[src/rtl/alu_issue_ctrl_pkg.sv]
// Shared definitions for the ALU issue controller: opcodes, condition codes,
// NZCV flag bit positions, FSM encoding and the opcode->latency helper.
package alu_issue_ctrl_pkg;

  localparam logic [3:0] OP_ADD = 4'b0000;
  localparam logic [3:0] OP_SUB = 4'b0001;
  localparam logic [3:0] OP_MUL = 4'b0010;
  localparam logic [3:0] OP_AND = 4'b0011;
  localparam logic [3:0] OP_ORR = 4'b0100;
  localparam logic [3:0] OP_EOR = 4'b0101;
  localparam logic [3:0] OP_MOV = 4'b0110;
  localparam logic [3:0] OP_MVN = 4'b0111;
  localparam logic [3:0] OP_LSL = 4'b1000;
  localparam logic [3:0] OP_LSR = 4'b1001;
  localparam logic [3:0] OP_ASR = 4'b1010;
  localparam logic [3:0] OP_CMP = 4'b1011;

  localparam logic [3:0] CC_EQ = 4'b0000;
  localparam logic [3:0] CC_NE = 4'b0001;
  localparam logic [3:0] CC_CS = 4'b0010;
  localparam logic [3:0] CC_CC = 4'b0011;
  localparam logic [3:0] CC_MI = 4'b0100;
  localparam logic [3:0] CC_PL = 4'b0101;
  localparam logic [3:0] CC_VS = 4'b0110;
  localparam logic [3:0] CC_VC = 4'b0111;
  localparam logic [3:0] CC_HI = 4'b1000;
  localparam logic [3:0] CC_LS = 4'b1001;
  localparam logic [3:0] CC_GE = 4'b1010;
  localparam logic [3:0] CC_LT = 4'b1011;
  localparam logic [3:0] CC_GT = 4'b1100;
  localparam logic [3:0] CC_LE = 4'b1101;
  localparam logic [3:0] CC_AL = 4'b1110;
  localparam logic [3:0] CC_NV = 4'b1111;

  localparam int FLAG_N = 3;
  localparam int FLAG_Z = 2;
  localparam int FLAG_C = 1;
  localparam int FLAG_V = 0;

  typedef enum logic [1:0] {
    ST_IDLE = 2'd0,
    ST_EXEC = 2'd1,
    ST_WB   = 2'd2,
    ST_SKIP = 2'd3
  } state_e;

  // Fields held for the duration of one instruction (register indices are
  // REG_AW-wide and live next to this in the top).
  typedef struct packed {
    logic [3:0]  op;
    logic        s;
    logic [15:0] iv;
  } instr_ctl_t;

  // Cycles spent in EXEC for a given opcode.
  function automatic int op_lat(input logic [3:0] op, input int mul_lat, input int alu_lat);
    return (op == OP_MUL) ? mul_lat : alu_lat;
  endfunction

  // Legal opcodes span OP_ADD through OP_CMP.
  function automatic logic op_legal(input logic [3:0] op);
    return (op <= OP_CMP);
  endfunction

endpackage

[src/rtl/alu_issue_ctrl_if.sv]
// Instruction, register-file, ALU and writeback bus of the issue controller.
// master = controller side, slave = surrounding datapath / instruction source.
interface alu_issue_ctrl_if #(parameter int REG_AW = 4);
  logic              Instr_Valid;
  logic              Instr_Ready;
  logic [3:0]        OpCode;
  logic [3:0]        Cond;
  logic              S;
  logic [REG_AW-1:0] Rd;
  logic [REG_AW-1:0] Rn;
  logic [REG_AW-1:0] Rm;
  logic [15:0]       IV;

  logic [REG_AW-1:0] Rf_Addr1;
  logic [REG_AW-1:0] Rf_Addr2;
  logic [31:0]       Rf_Data1;
  logic [31:0]       Rf_Data2;

  logic [31:0]       Alu_Reg1;
  logic [31:0]       Alu_Reg2;
  logic [15:0]       Alu_IV;
  logic [3:0]        Alu_OpCode;
  logic              Alu_S;
  logic [3:0]        Alu_Flag;
  logic [31:0]       Alu_Result;
  logic [3:0]        Alu_New_Flag;

  logic              Wb_En;
  logic [REG_AW-1:0] Wb_Addr;
  logic [31:0]       Wb_Data;
  logic [3:0]        Flag;
  logic              Done;
  logic              Skipped;
  logic              Illegal;

  modport master (
    input  Instr_Valid, OpCode, Cond, S, Rd, Rn, Rm, IV,
    input  Rf_Data1, Rf_Data2, Alu_Result, Alu_New_Flag,
    output Instr_Ready, Rf_Addr1, Rf_Addr2,
    output Alu_Reg1, Alu_Reg2, Alu_IV, Alu_OpCode, Alu_S, Alu_Flag,
    output Wb_En, Wb_Addr, Wb_Data, Flag, Done, Skipped, Illegal
  );

  modport slave (
    output Instr_Valid, OpCode, Cond, S, Rd, Rn, Rm, IV,
    output Rf_Data1, Rf_Data2, Alu_Result, Alu_New_Flag,
    input  Instr_Ready, Rf_Addr1, Rf_Addr2,
    input  Alu_Reg1, Alu_Reg2, Alu_IV, Alu_OpCode, Alu_S, Alu_Flag,
    input  Wb_En, Wb_Addr, Wb_Data, Flag, Done, Skipped, Illegal
  );
endinterface

[src/rtl/alu_issue_ctrl_cond_check.sv]
// Combinational evaluation of a 4-bit condition code against NZCV flags.
module cond_check
  import alu_issue_ctrl_pkg::*;
(
  input  logic [3:0] cond,
  input  logic [3:0] flag,
  output logic       pass
);

  logic n, z, c, v;
  assign n = flag[FLAG_N];
  assign z = flag[FLAG_Z];
  assign c = flag[FLAG_C];
  assign v = flag[FLAG_V];

  // Decode condition code into pass/fail.
  always_comb begin
    pass = 1'b0;
    case (cond)
      CC_EQ: pass = z;
      CC_NE: pass = !z;
      CC_CS: pass = c;
      CC_CC: pass = !c;
      CC_MI: pass = n;
      CC_PL: pass = !n;
      CC_VS: pass = v;
      CC_VC: pass = !v;
      CC_HI: pass = c && !z;
      CC_LS: pass = !c || z;
      CC_GE: pass = (n == v);
      CC_LT: pass = (n != v);
      CC_GT: pass = !z && (n == v);
      CC_LE: pass = z || (n != v);
      CC_AL: pass = 1'b1;
      default: pass = 1'b0;
    endcase
  end

endmodule

[src/rtl/alu_issue_ctrl.sv]
// Single-issue sequencer for the ALU datapath: accepts one instruction,
// checks its condition, holds operands on the ALU for the opcode latency,
// then writes back and updates NZCV.
// Optional feature macro: ALU_PERF_CNT_EN adds retired/skipped counters.
module alu_issue_ctrl
  import alu_issue_ctrl_pkg::*;
#(
  parameter int REG_AW  = 4,
  parameter int MUL_LAT = 3,
  parameter int ALU_LAT = 1
) (
  input  logic               Clk,
  input  logic               Reset_n,
  alu_issue_ctrl_if.master   bus
`ifdef ALU_PERF_CNT_EN
  ,
  output logic [31:0]        Perf_Retired,
  output logic [31:0]        Perf_Skipped
`endif
);

  localparam int MAX_LAT = (MUL_LAT > ALU_LAT) ? MUL_LAT : ALU_LAT;
  localparam int CNT_W   = (MAX_LAT > 1) ? $clog2(MAX_LAT) : 1;

  state_e            state_q, state_d;
  instr_ctl_t        ctl_q;
  logic [REG_AW-1:0] rd_q, rn_q, rm_q;
  logic [CNT_W-1:0]  cnt_q;
  logic [31:0]       res_q;
  logic [3:0]        nflag_q;
  logic [3:0]        flag_q;
  logic              cond_fail_q;

  logic              cond_pass;
  logic              accept;
  logic              go_exec;

  cond_check u_cond_check (
    .cond (bus.Cond),
    .flag (flag_q),
    .pass (cond_pass)
  );

  assign accept  = bus.Instr_Valid && (state_q == ST_IDLE);
  assign go_exec = cond_pass && op_legal(bus.OpCode);

  // State register.
  always_ff @(posedge Clk or negedge Reset_n) begin
    if (!Reset_n) state_q <= ST_IDLE;
    else          state_q <= state_d;
  end

  // Next-state logic.
  always_comb begin
    state_d = state_q;
    case (state_q)
      ST_IDLE: if (accept) state_d = go_exec ? ST_EXEC : ST_SKIP;
      ST_EXEC: if (cnt_q == '0) state_d = ST_WB;
      ST_WB:   state_d = ST_IDLE;
      ST_SKIP: state_d = ST_IDLE;
      default: state_d = ST_IDLE;
    endcase
  end

  // Instruction latch, EXEC countdown, result capture and flag update.
  always_ff @(posedge Clk or negedge Reset_n) begin
    if (!Reset_n) begin
      ctl_q       <= '0;
      rd_q        <= '0;
      rn_q        <= '0;
      rm_q        <= '0;
      cnt_q       <= '0;
      res_q       <= '0;
      nflag_q     <= '0;
      flag_q      <= '0;
      cond_fail_q <= 1'b0;
    end else begin
      if (accept) begin
        ctl_q       <= '{op: bus.OpCode, s: bus.S, iv: bus.IV};
        rd_q        <= bus.Rd;
        rn_q        <= bus.Rn;
        rm_q        <= bus.Rm;
        cnt_q       <= CNT_W'(op_lat(bus.OpCode, MUL_LAT, ALU_LAT) - 1);
        // Condition failure wins over an illegal opcode when both apply.
        cond_fail_q <= !cond_pass;
      end
      if (state_q == ST_EXEC) begin
        if (cnt_q != '0) begin
          cnt_q <= cnt_q - CNT_W'(1);
        end else begin
          res_q   <= bus.Alu_Result;
          nflag_q <= bus.Alu_New_Flag;
        end
      end
      // CMP exists only to set flags, so it updates them regardless of S.
      if ((state_q == ST_WB) && (ctl_q.s || (ctl_q.op == OP_CMP))) begin
        flag_q <= nflag_q;
      end
    end
  end

  assign bus.Flag = flag_q;

  // State-decoded outputs; everything idles at zero outside its state.
  always_comb begin
    bus.Instr_Ready = 1'b0;
    bus.Rf_Addr1    = '0;
    bus.Rf_Addr2    = '0;
    bus.Alu_Reg1    = '0;
    bus.Alu_Reg2    = '0;
    bus.Alu_IV      = '0;
    bus.Alu_OpCode  = '0;
    bus.Alu_S       = 1'b0;
    bus.Alu_Flag    = '0;
    bus.Wb_En       = 1'b0;
    bus.Wb_Addr     = '0;
    bus.Wb_Data     = '0;
    bus.Done        = 1'b0;
    bus.Skipped     = 1'b0;
    bus.Illegal     = 1'b0;
    case (state_q)
      ST_IDLE: bus.Instr_Ready = 1'b1;
      ST_EXEC: begin
        bus.Rf_Addr1   = rn_q;
        bus.Rf_Addr2   = rm_q;
        bus.Alu_Reg1   = bus.Rf_Data1;
        bus.Alu_Reg2   = bus.Rf_Data2;
        bus.Alu_IV     = ctl_q.iv;
        bus.Alu_OpCode = ctl_q.op;
        bus.Alu_S      = ctl_q.s;
        bus.Alu_Flag   = flag_q;
      end
      ST_WB: begin
        bus.Done    = 1'b1;
        bus.Wb_En   = (ctl_q.op != OP_CMP);
        bus.Wb_Addr = rd_q;
        bus.Wb_Data = res_q;
      end
      ST_SKIP: begin
        bus.Done    = 1'b1;
        bus.Skipped = cond_fail_q;
        bus.Illegal = !cond_fail_q;
      end
      default: ;
    endcase
  end

`ifdef ALU_PERF_CNT_EN
  // Retired / skipped instruction counters, free-running with wrap.
  always_ff @(posedge Clk or negedge Reset_n) begin
    if (!Reset_n) begin
      Perf_Retired <= '0;
      Perf_Skipped <= '0;
    end else begin
      if (state_q == ST_WB)   Perf_Retired <= Perf_Retired + 32'd1;
      if (state_q == ST_SKIP) Perf_Skipped <= Perf_Skipped + 32'd1;
    end
  end
`endif

endmodule
[src/flat_wrapper.sv]
// flat-port wrapper written by rule: the top's interface ports become plain ports
module alu_issue_ctrl_flat import alu_issue_ctrl_pkg::*;
#(
  parameter int REG_AW  = 4,
  parameter int MUL_LAT = 3,
  parameter int ALU_LAT = 1
)
  (Clk, Reset_n, bus_Instr_Valid, bus_OpCode, bus_Cond, bus_S, bus_Rd, bus_Rn, bus_Rm, bus_IV, bus_Rf_Data1, bus_Rf_Data2, bus_Alu_Result, bus_Alu_New_Flag, bus_Instr_Ready, bus_Rf_Addr1, bus_Rf_Addr2, bus_Alu_Reg1, bus_Alu_Reg2, bus_Alu_IV, bus_Alu_OpCode, bus_Alu_S, bus_Alu_Flag, bus_Wb_En, bus_Wb_Addr, bus_Wb_Data, bus_Flag, bus_Done, bus_Skipped, bus_Illegal);
  alu_issue_ctrl_if #(.REG_AW(REG_AW)) bus_i ();
  input  logic Clk;
  input  logic Reset_n;
  input wire logic [$bits(bus_i.Instr_Valid)-1:0] bus_Instr_Valid;
  input wire logic [$bits(bus_i.OpCode)-1:0] bus_OpCode;
  input wire logic [$bits(bus_i.Cond)-1:0] bus_Cond;
  input wire logic [$bits(bus_i.S)-1:0] bus_S;
  input wire logic [$bits(bus_i.Rd)-1:0] bus_Rd;
  input wire logic [$bits(bus_i.Rn)-1:0] bus_Rn;
  input wire logic [$bits(bus_i.Rm)-1:0] bus_Rm;
  input wire logic [$bits(bus_i.IV)-1:0] bus_IV;
  input wire logic [$bits(bus_i.Rf_Data1)-1:0] bus_Rf_Data1;
  input wire logic [$bits(bus_i.Rf_Data2)-1:0] bus_Rf_Data2;
  input wire logic [$bits(bus_i.Alu_Result)-1:0] bus_Alu_Result;
  input wire logic [$bits(bus_i.Alu_New_Flag)-1:0] bus_Alu_New_Flag;
  output wire logic [$bits(bus_i.Instr_Ready)-1:0] bus_Instr_Ready;
  output wire logic [$bits(bus_i.Rf_Addr1)-1:0] bus_Rf_Addr1;
  output wire logic [$bits(bus_i.Rf_Addr2)-1:0] bus_Rf_Addr2;
  output wire logic [$bits(bus_i.Alu_Reg1)-1:0] bus_Alu_Reg1;
  output wire logic [$bits(bus_i.Alu_Reg2)-1:0] bus_Alu_Reg2;
  output wire logic [$bits(bus_i.Alu_IV)-1:0] bus_Alu_IV;
  output wire logic [$bits(bus_i.Alu_OpCode)-1:0] bus_Alu_OpCode;
  output wire logic [$bits(bus_i.Alu_S)-1:0] bus_Alu_S;
  output wire logic [$bits(bus_i.Alu_Flag)-1:0] bus_Alu_Flag;
  output wire logic [$bits(bus_i.Wb_En)-1:0] bus_Wb_En;
  output wire logic [$bits(bus_i.Wb_Addr)-1:0] bus_Wb_Addr;
  output wire logic [$bits(bus_i.Wb_Data)-1:0] bus_Wb_Data;
  output wire logic [$bits(bus_i.Flag)-1:0] bus_Flag;
  output wire logic [$bits(bus_i.Done)-1:0] bus_Done;
  output wire logic [$bits(bus_i.Skipped)-1:0] bus_Skipped;
  output wire logic [$bits(bus_i.Illegal)-1:0] bus_Illegal;
  assign bus_i.Instr_Valid = bus_Instr_Valid;
  assign bus_i.OpCode = bus_OpCode;
  assign bus_i.Cond = bus_Cond;
  assign bus_i.S = bus_S;
  assign bus_i.Rd = bus_Rd;
  assign bus_i.Rn = bus_Rn;
  assign bus_i.Rm = bus_Rm;
  assign bus_i.IV = bus_IV;
  assign bus_i.Rf_Data1 = bus_Rf_Data1;
  assign bus_i.Rf_Data2 = bus_Rf_Data2;
  assign bus_i.Alu_Result = bus_Alu_Result;
  assign bus_i.Alu_New_Flag = bus_Alu_New_Flag;
  assign bus_Instr_Ready = bus_i.Instr_Ready;
  assign bus_Rf_Addr1 = bus_i.Rf_Addr1;
  assign bus_Rf_Addr2 = bus_i.Rf_Addr2;
  assign bus_Alu_Reg1 = bus_i.Alu_Reg1;
  assign bus_Alu_Reg2 = bus_i.Alu_Reg2;
  assign bus_Alu_IV = bus_i.Alu_IV;
  assign bus_Alu_OpCode = bus_i.Alu_OpCode;
  assign bus_Alu_S = bus_i.Alu_S;
  assign bus_Alu_Flag = bus_i.Alu_Flag;
  assign bus_Wb_En = bus_i.Wb_En;
  assign bus_Wb_Addr = bus_i.Wb_Addr;
  assign bus_Wb_Data = bus_i.Wb_Data;
  assign bus_Flag = bus_i.Flag;
  assign bus_Done = bus_i.Done;
  assign bus_Skipped = bus_i.Skipped;
  assign bus_Illegal = bus_i.Illegal;
  alu_issue_ctrl #(.REG_AW(REG_AW), .MUL_LAT(MUL_LAT), .ALU_LAT(ALU_LAT)) u_core (.Clk(Clk), .Reset_n(Reset_n), .bus(bus_i));
endmodule
[config.mk]
export PLATFORM = sky130hd
export DESIGN_NAME = alu_issue_ctrl_flat
export DESIGN_NICKNAME = d
export VERILOG_FILES = /design/src/rtl/alu_issue_ctrl_pkg.sv /design/src/rtl/alu_issue_ctrl_if.sv /design/src/rtl/alu_issue_ctrl_cond_check.sv /design/src/rtl/alu_issue_ctrl.sv /design/src/flat_wrapper.sv
export SDC_FILE = /design/constraint.sdc
export NUM_CORES = 1
export LEC_CHECK = 0
export ABC_AREA = 1
export ABC_CLOCK_PERIOD_IN_PS = 1200
export CORE_AREA = 2 2 117 119
export DETAILED_ROUTE_END_ITERATION = 7
export DIE_AREA = 0 0 119 121
export PLACE_DENSITY = 0.86
export SETUP_SLACK_MARGIN = 0.05
export SYNTH_ARGS = -nofsm -noshare
export SYNTH_HDL_FRONTEND = slang
export SYNTH_SLANG_ARGS = --single-unit
export TNS_END_PERCENT = 100
[constraint.sdc]
create_clock -name Clk -period 1.2 [get_ports Clk]
set_input_delay 0.24 -clock Clk [delete_from_list [all_inputs] [get_ports Clk]]
set_output_delay 0.24 -clock Clk [all_outputs]
set_load 0.03 [all_outputs]
Word level (Yosys, flattened, before mapping)
Cells that the tools add are included.
{"block": "op_classes", "n_addsub": 2, "mul": 0, "div": 0, "n_lt_le_gt_ge": 1, "n_eq_ne": 24, "shifts": 0, "muxes": 24, "bitwise_logic": 1, "n_reduce_logical": 21}
{"cell": "$mux 32", "n": 3}
{"cell": "$eq 4x4->1 const B", "n": 8}
{"cell": "$mux 4", "n": 5}
{"cell": "$eq 4x3->1 const B", "n": 4}
{"cell": "$mux 16", "n": 1}
{"cell": "$pmux 1 s15", "n": 1}
{"cell": "$mux 2", "n": 7}
{"cell": "$eq 4x2->1 const B", "n": 3}
{"cell": "$logic_not 1->1", "n": 6}
{"cell": "$mux 1", "n": 6}
{"cell": "$pmux 2 s3", "n": 1}
{"cell": "$logic_and 1x1->1", "n": 5}
{"cell": "$eq 2x2->1 const B", "n": 2}
{"cell": "$eq 4x1->1 const B", "n": 1}
{"cell": "$le 4x4->1 const B", "n": 1}
{"cell": "$logic_not 2->1", "n": 2}
{"cell": "$logic_not 4->1", "n": 1}
{"cell": "$ne 2x1->1 const B", "n": 2}
{"cell": "$ne 4x4->1 const B", "n": 1}
{"cell": "$reduce_and 2->1", "n": 2}
{"cell": "$logic_or 1x1->1", "n": 3}
{"cell": "$eq 2x1->1 const B", "n": 1}
{"cell": "$reduce_bool 2->1", "n": 1}
{"cell": "$reduce_or 2->1", "n": 1}
{"cell": "other kinds (5)", "n": 5}
{"block": "totals", "regBits": 78, "latch_bits": 0, "ramBits": 0, "rom_bits": 0, "inputBits": 140, "out_inout_bits": 142, "word_cells": 85, "n_memories": 0}

Depth between registers and ports, before layout
{"block": "depth", "ltp_word": 7, "depth_mapped": 10, "mapped_depth_nobuf": 10}

Hierarchy
From an unflattened synthesis, not the netlist that was laid out.
{"block": "unflattened", "cells_unflattened": 620, "area_unflattened_um2": 4211.5}
{"mod": "alu_issue_ctrl", "instances": 1, "cells_per_inst": 565, "area_each_um2": 3982.6, "seq_area_each_um2": 1951.9}
{"mod": "cond_check", "instances": 1, "cells_per_inst": 55, "area_each_um2": 229.0, "seq_area_each_um2": 0.0}

Least setup slack after synthesis
OpenSTA, ideal clock, no wires.
{"block": "synth_timing", "path_type": "register to output", "startpoint": "register u_core.state_q[1]", "endpoint": "output port bus_Alu_IV[0]", "t_arrival_ns": 1.393, "t_required_ns": 0.960, "slack_ns": -0.433, "stages_incl_launch_ff": 6, "n_path_buf": 2, "path_cell_list": "dfrtp_1 nor2_4 inv_2 buf_2 buf_2 nor2_1"}
{"block": "synth_via", "elab_chain_cells": 2}
{"element": "from (decl)", "line": "alu_issue_ctrl.sv:25", "rtl": "state_e state_q, state_d;"}
{"element": "from (signal assigned)", "line": "alu_issue_ctrl.sv:50", "rtl": "else state_q <= state_d;"}
{"element": "$eq 2x1->1", "line": "alu_issue_ctrl.sv:121", "rtl": "case (state_q)"}
{"element": "$mux 16", "line": "alu_issue_ctrl.sv:121"}
{"element": "to (decl)", "line": "flat_wrapper.sv:29", "rtl": "output wire logic [$bits(bus_i.Alu_IV)-1:0] bus_Alu_IV;"}
No other way between the ends.

Worst setup path after layout
{"block": "layout_timing", "startpoint": "register u_core.state_q[0]", "endpoint": "output port bus_Alu_IV[12]"}
Same word-level chain as after synthesis.

==> impl_metrics.csv <==
group,metric,value,unit
clocking,clockRootBuffer,"clkbuf_16",
placed_design,io_buffers,281,
timing,rsz0062_at_grt,"yes",
die,dieArea,0.0144,sq mm
logic_synthesis,yosys.area_share.adder,0,%
timing,period_minus_slack,1.77,ns
final_layout,instances_no_fill,1107,
final_layout,nets,1066,
setup_path,timing.rr.start,"u_core.state_q[0]",
run,cap_violations,0,
final_layout,layout_common_cells,"141 x inv_1, 138 x clkdlybuf4s50_1, 105 x nand2_1",
route,vias_per_cell,4.35,
route,first_pass_iters,4,
status,violations,"setup timing",
final_layout,nFillCells,961,
min_path,min_from,"bus_Alu_New_Flag[2]",
setup_path,crit_start,"u_core.state_q[0]",
route,wirelength,16200,um
final_layout,post-route-util,68.0,%
pwr,power_frac_seq,22.1,%
pwr,netSwitchingPower,9180,uW
placed_design,placed_area,0.00788,sq mm
timing,min_period_over_period,147,%
grt,grt_max_degree,79,
timing,max_freq,0.566,GHz
logic_synthesis,synthXorXnorAreaFrac,0,%
logic_synthesis,synth_top_family_by_area,"simple AND/OR/NAND/NOR gates",
logic_synthesis,syn_inst,604,
timing,tightest_slew,0.421,ns
route,vias,4811,
die,die_h,121,um
die,pin_count,282,
grt,busiest_layer,"met2",
clocking,cts_tree,"done",
final_layout,regArea,0.00196,sq mm
die,fp.dieW,119,um
final_layout,final_common_cell,"inv_1",
pwr,p_clk_share,12.9,%
logic_synthesis,synth_compound_area_share,9.58,%
final_layout,drive_gt1_share,40.0,%
placed_design,dp.final_hpwl,11200,um
clocking,cts_max_path_buffers,2,
grt,grt_pass1_wl,23900,um
grt,use_met2,38.3,%
logic_synthesis,avgSynthCellArea,6.79,sq um
clocking,clock_latency,0.33,ns
final_layout,syn2layout_area_growth,117,%
pwr,peakVddDrop,1.47,mV
timing,slew_headroom,72.0,%
logic_synthesis,ys_seq_area_share,47.6,%
setup_path,crit_path_end_kind,"primary output",
logic_synthesis,ys_types,21,
die,placement_rows,42,
route,ant_nets,0,
logic_synthesis,ys_warn_count,0,
logic_synthesis,syn_nets,744,
clocking,cts_sinks,78,
logic_synthesis,synth.cell_area,0.00410,sq mm
setup_path,critical_path_arrival,1.53,ns
pwr,power_frac_comb,65.0,%
grt,antenna_found_initial,0,
grt,gr-usage-met1,24.1,%
final_layout,multi_input_area,0.00221,sq mm
pwr,p_per_area,2240,mW/mm^2
route,wl_per_cell,14.6,um
status,status,"finished, violations left",
pwr,p_leak,0.00424,uW
logic_synthesis,synth_mux_area_share,0,%
setup_path,path_class,"reg -> out",
setup_path,worstSetupStartpointType,"flip-flop",
grt,overflow,0,
placed_design,place_inst,1071,
setup_path,r2r_slack,-0.33,ns
timing,setup_viol,219,
clocking,h-tree-depth,3,
die,fp.coreArea,0.0131,sq mm
die,initial_core_util,31.4,%
clocking,clk_pin_slew_worst_paths,0.06,ns
pwr,netSwitchingFraction,46.1,%
logic_synthesis,synthSimpleGateAreaFrac,26.0,%
timing,finClkSkew,0.00407,ns
final_layout,diodes,0,
logic_synthesis,synth_seq_cells,78,
min_path,hold_path.class,"in -> reg",
setup_path,cp.required,0.96,ns
pwr,finalPower,19900,uW
placed_design,gp_congestion,0.869,
pwr,p_int,10700,uW
grt,grt_usage,21.1,%
setup_path,r2r_end,"u_core.nflag_q[3]",
timing,layout_setup_ws,-0.565,ns
setup_path,cp_max_fo,22,
timing,hold_viol,0,
setup_path,r2r_cells,10,
setup_path,critPathCapture,"bus_Alu_IV[12]",
final_layout,final_area,0.00889,sq mm
route,drc_errors,0,
grt,grt_pass1_vias,4688,
timing,fin_hold_ws,0.445,ns
timing,drv_slew,0,
route,drt_iter0_drc,193,
clocking,numCtsBuffers,9,
grt,grtUsageMet3,6.95,%
-- layout make-up --
cell class              instances  share of cell area [%]
repair buffers                337                    40.9
multi-input cells             350                    24.8
repair inverters                1                  0.0703
clock buffers                   9                    2.53
flip-flops and latches         78                    22.0
clock inverters                 7                   0.633
inverters                     149                    6.57
well taps                     176                    2.48
-- sequential cells by signal, summed over array words and instances, names as in the netlist --
register	count
u_core.rn_q	4
u_core.nflag_q	4
u_core.cnt_q	2
u_core.rd_q	4
u_core.bus.Flag	4
u_core.state_q	2
u_core.rm_q	4
u_core.cond_fail_q	1
u_core.res_q	32
u_core.ctl_q	21
-- power groups by stage --
stage / Combinational [uW] / Clock, uW / Sequential, uW
after floorplan: 7220 / 0 / 4440
after global routing: 13800 / 2760 / 4500
after global placement: 11100 / 0 / 4350
final: 12900 / 2570 / 4390
after CTS: 12600 / 2640 / 4370
after detailed placement: 11300 / 0 / 4400
-- layer usage --
metal,up-vias,routed length [um]
li1,2409,-
met1,2197,6130
met2,183,8540
met3,22,1280
met4,0,233
met5,-,0
-- Yosys cell counts --
| library cell | n | area (sq um) |
|---|---|---|
| nand2_2 | 1 | 6.26 |
| a21oi_2 | 1 | 8.76 |
| and3_1 | 1 | 6.26 |
| o21ai_1 | 3 | 15.0 |
| nor2_1 | 149 | 559 |
| inv_1 | 144 | 541 |
| nor2_2 | 1 | 6.26 |
| nand4_1 | 1 | 6.26 |
| buf_1 | 10 | 37.5 |
| inv_2 | 5 | 18.8 |
| buf_4 | 5 | 37.5 |
| o311ai_1 | 1 | 8.76 |
| buf_2 | 11 | 55.1 |
| o21ai_0 | 65 | 325 |
| nand3_1 | 10 | 50.1 |
| nor3_1 | 2 | 10.0 |
| nand2_1 | 106 | 398 |
| nor2_4 | 2 | 22.5 |
| clkbuf_1 | 1 | 3.75 |
| dfrtp_1 | 78 | 1950 |
| a21oi_1 | 7 | 35.0 |
-- critical path, cell delays in order (launching register included) --
cell	delay [ns]
dfrtp_2	0.40
inv_2	0.07
nor2_4	0.17
inv_8	0.10
buf_12	0.18
nor2_2	0.12
buf_6	0.14
-- kinds of logic after synthesis --
| logic type | Yosys count |
|---|---|
| buf+inv | 176 |
| compound gates | 77 |
| simple gates | 273 |
| flops | 78 |
-- through the flow --
stage	TNS [ns]	setup slack [ns]
after floorplan	-23.64	-0.212
after global placement	-31.31	-0.340
after detailed placement	-32.35	-0.413
after CTS	-92.19	-0.603
after global routing	-106.76	-0.637
final	-90.78	-0.565
-- worst min-delay path by stage --
| stage | endpoint | slack, ns | cells past startpoint |
|---|---|---|---|
| after floorplan | u_core.bus.Flag[0] | -0.06 | 0 |
| final | u_core.nflag_q[2] | 0.44 | 3 |
| after CTS | u_core.nflag_q[2] | 0.43 | 3 |
| after detailed placement | u_core.res_q[24] | 0.30 | 2 |
| after global routing | u_core.nflag_q[2] | 0.46 | 3 |
| after global placement | u_core.res_q[24] | 0.30 | 2 |
-- repair_timing --
| item | 4_1_cts | 5_1_grt |
|---|---|---|
| cloned | 5 | 3 |
| setup endpoints to repair | 219 | 220 |
| hold endpoints to repair | 78 | 0 |
| buffers inserted | 11 | 1 |
| hold buffers | 1 | 0 |
| resized for setup | 95 | 20 |
| pin swaps | 3 | 2 |
Note: power is estimated with default switching activity, not from simulation.
==> edit 1: new RTL, config.mk and constraints unchanged <==
Encoding of `state_e`: now one-hot (4 bits for 4 states).
--- a/src/rtl/alu_issue_ctrl_pkg.sv
+++ b/src/rtl/alu_issue_ctrl_pkg.sv
@@ -39,7 +39,7 @@
 
-  typedef enum logic [1:0] {
-    ST_IDLE = 2'd0,
-    ST_EXEC = 2'd1,
-    ST_WB   = 2'd2,
-    ST_SKIP = 2'd3
+  typedef enum logic [3:0] {
+    ST_IDLE = 4'b0001,
+    ST_EXEC = 4'b0010,
+    ST_WB   = 4'b0100,
+    ST_SKIP = 4'b1000
   } state_e;
Check against the original RTL: same outputs for any inputs over 10 cycles, from zero or initial values and one cycle with Reset_n low; not proved beyond that.
==> edit 1 against the original RTL <==
  * The flow still finishes with violations (setup timing)
  * Setup slack lost 0.21 ns
  * Count of clock-buffer cells in the layout increased by 1
  * Critical path depth is 1 higher
  * Maximum frequency shrank 11%
  * Area after synthesis grew 2.2%
  * Cell count grew 0.45%
  * Wire length decreased by 0.35%
  * Cell area decreased by 2.3%
  * Non-clock buffer count down 4
  * Sequential cell count rose by 2
Power is not compared: it rests on default switching activity, and its combinational part moved more than twofold at a synthesized area within 25%.
==> edit 1: results (changes against the original RTL) <==
[status]
outcome=complete, but fails checks  ; unchanged
violations=setup timing  ; unchanged

[worst_setup_path]
rr_endpoint=u_core.ctl_q[1]  ; was u_core.nflag_q[3]
cp_max_fo=6  ; was 22
critPathSlowestCell=dfrtp_1  ; was dfrtp_2
path_delay_family=buffers and inverters  ; unchanged
ff2ff_setup_slack_ns=-0.35  ; was -0.33 ns
rr_worst_depth=7  ; was 10
r2r-start=u_core.state_q[0]  ; unchanged
arrival_ns=1.73  ; was 1.53 ns

[detailed_routing]
vias=4790  ; was 4811
dr.pass1.iters=5  ; was 4
wl_per_cell_um=14.5  ; was 14.6 um
drt-initial-drc-count=237  ; was 193

[synth]
yosysSeqAreaShare_pct=47.8  ; was 47.6%
yosys.area_share.xor_xnor_pct=0  ; unchanged
synth_flop_cell=dfrtp_1  ; unchanged
synth_common_cells=nor2_1 (151), inv_1 (148), nand2_1 (105)  ; was nor2_1 (149), inv_1 (144), nand2_1 (106)
synth_compound_gate_area_share_pct=9.28  ; was 9.58%
synthMuxAreaShare_pct=0  ; unchanged
synth_fp_nets=756  ; was 744
synth.distinct_cells=21  ; unchanged
synth_edf_count=0  ; unchanged
async_flop_share_pct=100  ; unchanged
yosys-top-cells-area=dfrtp_1 (47%), nor2_1 (14%), inv_1 (13%)  ; was dfrtp_1 (48%), nor2_1 (14%), inv_1 (13%)

[clock_network]
clockBufferDepth=2  ; unchanged
cts_buffers=9  ; unchanged
ctsHtreeMaxLevel=3  ; unchanged
clkLatencyLatePin_ns=0.33  ; about the same

[final_layout]
nNetsFinal=1071  ; was 1066
fill_cells=1006  ; was 961
drive_gt1_share_pct=34.6  ; was 40.0%
reg.largest.list=u_core.res_q (32), u_core.ctl_q (21)  ; unchanged

[global_route]
grt_usage_pct=22.3  ; was 21.1%
grt_max_degree=40  ; was 79
grt_first_pass_wirelength_um=25100  ; was 23900 um

[sta]
setup_ws_ns=-0.775  ; was -0.565 ns
setup_viol=219  ; unchanged
hold_ws_ns=0.260  ; was 0.445 ns
fin_worst_skew_ns=0.00744  ; was 0.00407 ns
worst_slew_pin_slew_ns=0.355  ; was 0.421 ns

[place]
place_congestion=0.918  ; was 0.869
dpl.hpwl_um=11900  ; was 11200 um

[power]
p_leak_nw=4.21
ir_drop_v=0.000699

[worst_hold_path]
hp-class=in -> async  ; was in -> reg

==> edit 1: changes by cell type after synthesis, moves of 2 or more <==
cell      change
nand3_1       +8
nor2_1        +2
buf_6         +2
inv_1         +4
clkbuf_1     +13
nor2_4        -2
inv_2         -3
buf_2         +2
buf_1        -10
buf_4         -5
nor3_1        -2
==> edit 1: through the flow <==
stage               power (W)  instances  area (um^2)  worst slack [ns]  TNS [ns]
floorplan             0.00759        616         4770            -0.507    -63.45
global placement      0.00923       1089         7740            -0.553    -76.79
detailed placement    0.00940       1089         7740            -0.534    -78.25
CTS                    0.0126       1109         8600            -0.776   -127.04
global route           0.0135       1112         8690            -0.889   -147.28
finish                 0.0126       1112         8690            -0.775   -121.91
==> edit 1: what timing repair did <==
| action | in CTS | in global routing |
|---|---|---|
| hold buffers | 1 | 0 |
| setup buffers | 2 | 2 |
| endpoints found under the setup margin | 222 | 222 |
| resized for setup | 138 | 9 |
| hold endpoints to repair | 79 | 0 |
| pin swaps | 13 | 0 |
| gates cloned | 1 | 1 |
==> edit 1: final cells by class <==
type	instances	area, um^2	share of cell area, %
Clock buffer	10	239	2.75
Clock inverter	6	68.8	0.792
Inverter	151	587	6.75
Multi-Input combinational cell	356	2070	23.8
Sequential cell	80	2010	23.1
Tap cell	176	220	2.53
Timing Repair Buffer	333	3500	40.3
==> edit 1: cell families (layout without fill, tap and decap cells) <==
| logic type | after synthesis | after routing |
|---|---|---|
| AOI/OAI and AO/OA | 77 | 77 |
| DFF | 80 | 80 |
| and+or+nand+nor | 279 | 279 |
| buffers and inverters | 180 | 500 |
==> edit 1: worst max path at each step <==
stage | startpoint | end | slack [ns]
floorplan | u_core.state_q[3] | bus_Alu_Flag[3] | -0.51
global placement | u_core.state_q[3] | bus_Wb_En | -0.55
detailed placement | u_core.state_q[3] | bus_Wb_En | -0.53
CTS | u_core.state_q[3] | bus_Alu_Reg2[0] | -0.78
global route | u_core.state_q[2] | bus_Wb_Addr[3] | -0.89
finish | u_core.state_q[2] | bus_Wb_Data[24] | -0.77
==> edit 1: layer usage <==
layer,part of all wire [%],up-vias,wire (um),track usage (%)
met2,51,166,8280,37.4
li1,-,2417,-,-
met3,5.2,28,832,4.84
met1,41,2179,6600,28.6
met4,2.5,0,403,7.51
met5,0,-,0,0
==> edit 1: power by group through the flow <==
| stage | combinational [W] | sequential, W | clock, W |
|---|---|---|---|
| final | 0.00543 | 0.00440 | 0.00279 |
| after global routing | 0.00598 | 0.00452 | 0.00300 |
| after CTS | 0.00531 | 0.00438 | 0.00287 |
| after detailed placement | 0.00497 | 0.00442 | 0 |
| after global placement | 0.00488 | 0.00436 | 0 |
| after floorplan | 0.00324 | 0.00435 | 0 |
==> edit 2: new RTL, config.mk and constraints unchanged <==
Without the edit above. `REG_AW` is set to 4 in 3 places; all go to 5.
--- a/src/rtl/alu_issue_ctrl_if.sv
+++ b/src/rtl/alu_issue_ctrl_if.sv
@@ -2,3 +2,3 @@
 // master = controller side, slave = surrounding datapath / instruction source.
-interface alu_issue_ctrl_if #(parameter int REG_AW = 4);
+interface alu_issue_ctrl_if #(parameter int REG_AW = 5);
   logic              Instr_Valid;
--- a/src/rtl/alu_issue_ctrl.sv
+++ b/src/rtl/alu_issue_ctrl.sv
@@ -7,3 +7,3 @@
 #(
-  parameter int REG_AW  = 4,
+  parameter int REG_AW  = 5,
   parameter int MUL_LAT = 3,
--- a/src/flat_wrapper.sv
+++ b/src/flat_wrapper.sv
@@ -3,3 +3,3 @@
 #(
-  parameter int REG_AW  = 4,
+  parameter int REG_AW  = 5,
   parameter int MUL_LAT = 3,
Ports: changed (6 resized); port bits go from 282 to 288. The function was not compared with the original's and may differ.
==> edit 2 against the original RTL <==
  * The flow still finishes with violations (setup timing)
  * Sequential share of layout area fell by 0.69 points
  * Total power rose by 8.9%
  * Critical path depth up 1
  * Clock power is 18% higher
  * Wire length is 17% higher
  * Sequential cell count up 3
  * Cell area up 7.1%
  * Setup slack lost 0.091 ns
  * Die area unchanged
  * Area after synthesis up 5.0%
  * Critical path type unchanged
==> edit 2: results (changes against the original RTL) <==
[status]
outcome=complete, but fails checks  ; unchanged
violations=setup timing  ; unchanged

[global_route]
grt_usage_pct=24.8  ; was 21.1%
grt_first_pass_wirelength_um=27700  ; was 23900 um
use_met2_pct=44.9  ; was 38.3%
antenna_found_initial=6  ; was 0
met3_usage_pct=6.30  ; was 6.95%
grt_pass1_vias=5310  ; was 4688

[synth]
yosysSeqAreaShare_pct=47.0  ; was 47.6%
synth_fp_nets=764  ; was 744
yosys-top-cells-area=dfrtp_1 (47%), nor2_1 (13%), inv_1 (13%)  ; was dfrtp_1 (48%), nor2_1 (14%), inv_1 (13%)
syn_avg_cell_area_um2=6.94  ; was 6.79 um^2
synth_common_cells=nor2_1 (151), inv_1 (149), nand2_1 (98)  ; was nor2_1 (149), inv_1 (144), nand2_1 (106)

[worst_setup_path]
path_delay_family=buffers and inverters  ; unchanged
critPathSlowestCell=dfrtp_1  ; was dfrtp_2
r2r-start=u_core.state_q[1]  ; was u_core.state_q[0]
critPathCapture=bus_Alu_Reg2[22]  ; was bus_Alu_IV[12]
arrival_ns=1.62  ; was 1.53 ns
rr_endpoint=u_core.rn_q[3]  ; was u_core.nflag_q[3]

[place]
placed_area_um2=7930  ; was 7880 um^2
place_ws_ns=-0.407  ; was -0.413 ns
io_buffer_count=287  ; was 281
placed_cells=1101  ; was 1071
dpl.hpwl_um=12400  ; was 11200 um
place_congestion=0.875  ; was 0.869

[sta]
hold_ws_ns=0.445  ; about the same
fin_setup_tns_ns=-106.12  ; was -90.78 ns
setup_ws_ns=-0.656  ; was -0.565 ns
slew_headroom_pct=64.9  ; was 72.0%
fin_worst_skew_ns=0.00941  ; was 0.00407 ns
setup_viol=222  ; was 219

[clock_network]
cts-root-buf=clkbuf_16  ; unchanged
cts_setup_buffers=9  ; was 11
post_cts_resized=192  ; was 95

[detailed_routing]
wl_per_cell_um=16.5  ; was 14.6 um
vias=5196  ; was 4811
drt-met1-wl_um=6450  ; was 6130 um
drt-initial-drc-count=241  ; was 193
wl_met3_um=1250  ; was 1280 um
wl_met2_um=10000  ; was 8540 um

[power]
ir_drop_v=0.00162  ; was 0.00147 V
p_leak_nw=4.49  ; was 4.24 nW

[final_layout]
drive_gt1_share_pct=39.0  ; was 40.0%

[worst_hold_path]
min-delay-start=bus_Rd[4]  ; was bus_Alu_New_Flag[2]
hold_depth=3  ; unchanged

==> edit 2: cells by family (layout without fill, tap and decap cells) <==
logic type,count (synthesis),in the layout,synth area share [%]
other,0,6,0
DFF,81,81,47.0
AOI/OAI and AO/OA,81,81,9.61
and+or+nand+nor,275,275,25.3
buffers and inverters,184,526,18.0
==> edit 2: final cells by class <==
class | count | area [um^2] | share of cell area [%]
inverter | 153 | 614 | 6.45
clock inverter | 5 | 85.1 | 0.893
sequential | 81 | 2030 | 21.3
clock buffer | 11 | 243 | 2.55
multi-input combinational | 356 | 2370 | 24.9
timing repair buffer | 354 | 3930 | 41.2
tap | 176 | 220 | 2.31
antenna | 6 | 15.0 | 0.158
timing repair inverter | 3 | 26.3 | 0.276
==> edit 2: report_power, final <==
group	switching [W]	internal, W
sequential	0.000488	0.00404
clock	0.00113	0.00190
combinational	0.00809	0.00603
total	0.00970	0.0120
